==> config.mk <==
export PLATFORM = sky130hd
export DESIGN_NAME = fifo_rd_stream
export DESIGN_NICKNAME = d
export VERILOG_FILES = /design/src/rtl/fifo_rd_stream.sv
export SDC_FILE = /design/constraint.sdc
export NUM_CORES = 1
export LEC_CHECK = 0
export CORE_ASPECT_RATIO = 0.8
export CORE_MARGIN = 5
export CORE_UTILIZATION = 58
export CTS_BUF_LIST = sky130_fd_sc_hd__clkbuf_16
export DETAILED_ROUTE_END_ITERATION = 7
export GPL_ROUTABILITY_DRIVEN = 0
export PLACE_DENSITY_LB_ADDON = 0.08
export REMOVE_ABC_BUFFERS = 1
export SLEW_MARGIN = 20
export SYNTH_ARGS = -nofsm -noshare
export SYNTH_HDL_FRONTEND = slang
export SYNTH_SLANG_ARGS = --single-unit
export TNS_END_PERCENT = 5
==> constraint.sdc <==
create_clock -name i_clk -period 10.25 [get_ports i_clk]
set_input_delay 1.025 -clock i_clk [delete_from_list [all_inputs] [get_ports i_clk]]
set_output_delay 1.025 -clock i_clk [all_outputs]
set_load 0.02 [all_outputs]
==> src/rtl/fifo_rd_stream.sv <==
// fifo_rd_stream: FIFO read-side stage that absorbs the FIFO's 1-cycle read latency and
// re-presents words as a valid/ready stream through a small skid buffer.
// Optional o_m_last packet framing is enabled by defining FIFO_RD_STREAM_TLAST_EN.
module fifo_rd_stream #(
  parameter int DATA_WIDTH = 48,
  parameter int BUF_DEPTH  = 3,
  parameter int PKT_LEN    = 16
) (
  input  logic                  i_clk,
  input  logic                  i_rst_sync,
  input  logic                  i_enable,
  input  logic                  i_fifo_empty,
  input  logic                  i_fifo_data_vld,
  input  logic [DATA_WIDTH-1:0] i_fifo_data,
  output logic                  o_fifo_rd,
  output logic                  o_m_valid,
  output logic [DATA_WIDTH-1:0] o_m_data,
  input  logic                  i_m_ready,
  output logic                  o_m_last,
  output logic                  o_err
);
  localparam int CW = $clog2(BUF_DEPTH + 1);
  localparam int PW = $clog2(BUF_DEPTH);
  localparam logic [CW:0]   DEPTH    = (CW + 1)'(BUF_DEPTH);
  localparam logic [CW-1:0] FULL     = CW'(BUF_DEPTH);
  localparam logic [PW-1:0] PTR_LAST = PW'(BUF_DEPTH - 1);

  logic [DATA_WIDTH-1:0] buf_q [BUF_DEPTH];
  logic [CW-1:0]         cnt_q, cnt_d;
  logic [PW-1:0]         wr_ptr_q, wr_ptr_d, rd_ptr_q, rd_ptr_d;
  logic                  inflight_q, err_q, err_d;
  logic                  push, pop, full, wr_en;
  logic [CW:0]           occ;

  // Read issue uses only registered occupancy so consumer ready never reaches o_fifo_rd.
  always_comb begin
    occ       = {1'b0, cnt_q} + {{CW{1'b0}}, inflight_q};
    full      = cnt_q == FULL;
    o_m_valid = cnt_q != '0;
    o_m_data  = buf_q[rd_ptr_q];
    o_fifo_rd = ~i_rst_sync & i_enable & ~i_fifo_empty & (occ < DEPTH);
    push      = i_fifo_data_vld;
    pop       = o_m_valid & i_m_ready;
    wr_en     = push & (~full | pop);
    cnt_d     = (wr_en & ~pop) ? cnt_q + 1'b1 : (~wr_en & pop) ? cnt_q - 1'b1 : cnt_q;
    wr_ptr_d  = wr_en ? (wr_ptr_q == PTR_LAST ? '0 : wr_ptr_q + 1'b1) : wr_ptr_q;
    rd_ptr_d  = pop ? (rd_ptr_q == PTR_LAST ? '0 : rd_ptr_q + 1'b1) : rd_ptr_q;
    err_d     = err_q | (push & full & ~pop);
    o_err     = err_q;
  end

  // Occupancy, pointers, in-flight tracking and sticky overflow flag.
  always_ff @(posedge i_clk or posedge i_rst_sync) begin
    if (i_rst_sync) begin
      cnt_q      <= '0;
      wr_ptr_q   <= '0;
      rd_ptr_q   <= '0;
      inflight_q <= 1'b0;
      err_q      <= 1'b0;
    end else begin
      cnt_q      <= cnt_d;
      wr_ptr_q   <= wr_ptr_d;
      rd_ptr_q   <= rd_ptr_d;
      inflight_q <= o_fifo_rd;
      err_q      <= err_d;
    end
  end

  // Skid buffer storage; cleared on reset so the idle stream word reads as zero.
  always_ff @(posedge i_clk or posedge i_rst_sync) begin
    if (i_rst_sync) begin
      for (int k = 0; k < BUF_DEPTH; k++) buf_q[k] <= '0;
    end else if (wr_en) begin
      buf_q[wr_ptr_q] <= i_fifo_data;
    end
  end

`ifdef FIFO_RD_STREAM_TLAST_EN
  localparam int BW = PKT_LEN > 1 ? $clog2(PKT_LEN) : 1;
  localparam logic [BW-1:0] BEAT_LAST = BW'(PKT_LEN - 1);
  logic [BW-1:0] beat_q, beat_d;

  // Beat position within the packet, advanced on every transferred beat.
  always_comb begin
    beat_d   = pop ? (beat_q == BEAT_LAST ? '0 : beat_q + 1'b1) : beat_q;
    o_m_last = o_m_valid & (beat_q == BEAT_LAST);
  end

  // Beat counter register.
  always_ff @(posedge i_clk or posedge i_rst_sync) begin
    if (i_rst_sync) beat_q <= '0;
    else beat_q <= beat_d;
  end
`else
  logic unused_pkt_len;
  assign unused_pkt_len = ^PKT_LEN;
  assign o_m_last       = 1'b0;
`endif
endmodule
==> key figures <==
Yosys
  • Count of synthesis-stage warnings from yosys: 0
  • Yosys cell types: 31
  • Synth Register Bits: 152
  • Sequential cell area fraction in the yosys report: 0.550
  • Cell count after synthesis: 508
  • Mean Syn Cell Area: 13.6 um^2
  • Area of the mapped netlist: 6920 um^2

STA
  • Setup TNS Final: 0 ns
  • Hold Worst Slack: 0.471 ns
  • Post-route minimum period: 4.09 ns
  • Final hold vios: 0
  • Final setup fails: 0
  • Slew headroom: 0.249
  • Slew at the pin closest to its max-slew limit: 1.12 ns
  • Max-slew violation count: 0
  • RSZ-0062 raised after global routing: no
  • Post-route clock skew: 0.00461 ns
  • F_max: 0.244 GHz
  • Period utilisation layout: 0.399

Clock network
  • Htree depth: 4
  • Max Root-Sink Buffers: 2
  • Number of resized instances in the post-cts repair step: 0
  • Total setup buffers inserted after CTS: 0
  • TritonCTS clock tree: done
  • Clock-pin slew reported for the worst setup and hold paths after clock tree synthesis: 0.06 ns
  • Cell at the root of the clock tree: sky130_fd_sc_hd__clkbuf_16
  • Clock buffer count from CTS: 17
  • Clock tree sinks: 152
  • Insertion delay to the later sink of the worst-skew pair: 0.41 ns
  • Cts hold-fix bufs: 0

Layout
  • Final nets: 658
  • Fraction of final layout cells sized beyond drive strength 1: 0.302
  • Signed area change from the synthesized netlist to the final layout: 23.5%
  • Antenna diodes: 0

Power and ir drop
  • Sw power: 1140 uW
  • Fraction of power spent switching nets: 0.354
  • Clock network power share: 0.180
  • Total power density per cell area: 377 nW/um^2
  • Sequential share of power: 0.334
  • Maximum VDD drop: 202 uV
  • Share of total power in combinational logic: 0.486
  • Leakage power: 0.00360 uW
  • Internal power: 2080 uW

Worst setup path
  • Source of the worst register-to-register timing path: cnt_q[0]$_DFFE_PP0P_
  • Arr. time, crit path: 3.07 ns
  • Slack of the worst reg-to-reg path: 8.14 ns
  • Worst path buffer plus inverter count: 3
  • Critical path type: in -> out
  • Worst path most repeated cell: sky130_fd_sc_hd__clkdlybuf4s50_1
  • Worst EP required: 9.23 ns
  • Crit-path max cell delay: 0.63 ns
  • Critical path startpoint: i_rst_sync
  • Cells along the critical path: clkdlybuf4s50_1, inv_6, nand3_1, a21oi_1, clkdlybuf4s50_1
  • Kind of end point of the critical path: primary output
  • Slowest CP cell: sky130_fd_sc_hd__clkdlybuf4s50_1
  • Highest net fanout along the worst path: 88
  • Worst Setup Start Kind: input pin
  • Category of cells accounting for the largest share of critical-path delay: buffers and inverters

GRT
  • Number of antenna violations at the first check in global routing: 0
  • Maximum number of pins on one net before global-route repair: 89
  • Global-route usage over all layers: 0.212
  • First-pass GRT wire length: 24,000 um
  • Via count of the first global-routing pass: 4,595
  • GR Overflow Total: 0

Min path
  • Min-Delay Startpoint: o_err$_DFF_PP0_
  • Worst min-delay path class: reg -> reg

Routing
  • Vias per inst: 5.65
  • Via count: 4,296
  • Count of nets left with antenna violations after detail routing: 0
  • Detailed-route wire length per cell: 18.9 um
  • Starting DRT DRC Count: 205
  • 1st-pass router iterations: 4
  • Post-route DRC violation count: 0
  • Total wire length: 14,400 um

Floorplanning
  • Horizontal extent of the die: 132 um
  • Core area: 11,600 um^2
  • Effective utilization at floorplan: 0.596
  • Floorplan die area: 14,200 um^2
  • Height of the chip: 108 um
  • FP Rows: 35
  • Number of primary I/O pins: 106

Placed design
  • Number of buffers added on ports: 104
  • Post-detail-place hpwl: 8350 um

Flow run
  • Number of violations of the max-capacitance limit: 0

Run status
  • Result of the run: finished clean
layout make-up:
class / count / area [um^2]
clock buffers: 17 / 425
clock inverters: 13 / 116
fillers: 764 / 3070
inverters: 2 / 12.5
multi-input cells: 318 / 2900
flip-flops and latches: 152 / 3810
well taps: 148 / 185
repair buffers: 110 / 1090
stage by stage:
step / total power (uW) / util / cells / instance area, um^2 / worst slack (ns)
final: 3220 / 0.736 / 760 / 8540 / 6.16
after global routing: 3410 / 0.736 / 760 / 8540 / 5.92
after CTS: 3240 / 0.735 / 760 / 8530 / 6.09
after detailed placement: 2640 / 0.689 / 730 / 7990 / 6.10
after global placement: 2590 / 0.689 / 730 / 7990 / 6.13
after floorplan: 2070 / - / 472 / 6700 / 4.36
registers in the layout, indices dropped and copies added (netlist names):
signal      count
cnt_q           2
buf_q         144
o_err           1
rd_ptr_q        2
inflight_q      1
wr_ptr_q        2
final timing paths:
path / to / depth (start not counted)
max in group asynchronous: buf_q[107]$_DFFE_PP0P_ / 3
hold reg to reg: o_err$_DFF_PP0_ / 1
hold / removal: o_err$_DFF_PP0_ / 1
min in group asynchronous: buf_q[5]$_DFFE_PP0P_ / 2
setup / recovery: o_fifo_rd / 5
setup reg to reg: buf_q[33]$_DFFE_PP0P_ / 4
cells by family (layout without fill, tap and decap cells):
group                    count (synthesis)  count (layout)  synth area share
multiplexers                           192             192             0.320
flip-flops                             152             152             0.550
AND/OR/NAND/NOR                         64              64            0.0420
AO/OA/AOI/OAI                           55              55            0.0469
buffers and inverters                   38             142            0.0317
adder cells (fa/ha/maj)                  3               3           0.00543
XOR/XNOR                                 3               3           0.00380
other                                    1               1          0.000542
power groups by stage:
stage	Clock, uW	Sequential (uW)	Combinational (uW)
2_1_floorplan	0	1100	972
3_3_place_gp	0	1060	1530
3_5_place_dp	0	1080	1570
4_1_cts	589	1080	1580
5_1_grt	618	1120	1670
6_report	578	1070	1560
cells in the final DEF, fill, tap and decap left out:
master,n
sky130_fd_sc_hd__or2_2,1
sky130_fd_sc_hd__nor3_1,1
sky130_fd_sc_hd__xor2_1,2
sky130_fd_sc_hd__inv_6,1
sky130_fd_sc_hd__dfrtp_1,150
sky130_fd_sc_hd__bufinv_16,2
sky130_fd_sc_hd__clkinv_4,2
sky130_fd_sc_hd__o21ai_0,21
sky130_fd_sc_hd__conb_1,1
sky130_fd_sc_hd__a21bo_2,1
sky130_fd_sc_hd__mux2i_1,48
sky130_fd_sc_hd__nand3_1,1
sky130_fd_sc_hd__inv_1,3
sky130_fd_sc_hd__dfrtp_2,1
sky130_fd_sc_hd__nor2_1,3
sky130_fd_sc_hd__clkinv_2,4
sky130_fd_sc_hd__o21ai_1,1
sky130_fd_sc_hd__ha_1,3
sky130_fd_sc_hd__a21o_1,4
sky130_fd_sc_hd__and3b_4,1
sky130_fd_sc_hd__buf_4,5
sky130_fd_sc_hd__a21oi_1,1
sky130_fd_sc_hd__clkdlybuf4s50_1,104
sky130_fd_sc_hd__nor2b_2,1
sky130_fd_sc_hd__clkinv_1,3
sky130_fd_sc_hd__nor3_4,2
sky130_fd_sc_hd__buf_6,1
sky130_fd_sc_hd__mux2_4,29
sky130_fd_sc_hd__nand2_1,51
sky130_fd_sc_hd__dfrtp_4,1
sky130_fd_sc_hd__o22ai_1,27
sky130_fd_sc_hd__mux2_2,115
sky130_fd_sc_hd__nand3b_1,1
sky130_fd_sc_hd__nand3_2,1
sky130_fd_sc_hd__nor3b_1,1
sky130_fd_sc_hd__xnor2_1,1
sky130_fd_sc_hd__clkbuf_16,17
synth_stat cells:
library cell               number  area (um^2)
sky130_fd_sc_hd__dfrtp_1      152         3800
sky130_fd_sc_hd__mux2_2       115         1290
sky130_fd_sc_hd__nand2_1       51          191
sky130_fd_sc_hd__mux2i_1       48          480
sky130_fd_sc_hd__mux2_4        29          435
sky130_fd_sc_hd__o22ai_1       27          169
sky130_fd_sc_hd__o21ai_0       21          105
sky130_fd_sc_hd__clkbuf_1      14         52.6
sky130_fd_sc_hd__buf_2         10         50.1
sky130_fd_sc_hd__buf_4          6         45.0
sky130_fd_sc_hd__a21o_1         4         30.0
sky130_fd_sc_hd__buf_6          4         45.0
sky130_fd_sc_hd__ha_1           3         37.5
sky130_fd_sc_hd__nor2_1         3         11.3
sky130_fd_sc_hd__inv_1          2         7.51
sky130_fd_sc_hd__nand3_1        2         10.0
sky130_fd_sc_hd__nor3_4         2         32.5
sky130_fd_sc_hd__xor2_1         2         17.5
sky130_fd_sc_hd__a21bo_2        1         10.0
sky130_fd_sc_hd__a21oi_1        1         5.00
sky130_fd_sc_hd__and3b_4        1         12.5
sky130_fd_sc_hd__buf_1          1         3.75
sky130_fd_sc_hd__buf_8          1         15.0
sky130_fd_sc_hd__conb_1         1         3.75
sky130_fd_sc_hd__nand3b_1       1         7.51
sky130_fd_sc_hd__nor2b_1        1         6.26
sky130_fd_sc_hd__nor3_1         1         5.00
sky130_fd_sc_hd__nor3b_1        1         7.51
sky130_fd_sc_hd__o21ai_1        1         5.00
sky130_fd_sc_hd__or2_2          1         6.26
sky130_fd_sc_hd__xnor2_1        1         8.76
metal layers:
| metal | up-vias | share of wire | global-route usage |
|---|---|---|---|
| met5 | - | 0 | 0 |
| met4 | 0 | 0.017 | 0.0683 |
| met3 | 20 | 0.049 | 0.0556 |
| met2 | 99 | 0.47 | 0.330 |
| met1 | 2189 | 0.47 | 0.294 |
| li1 | 1988 | - | - |
Note: power is estimated with default switching activity, not from simulation.
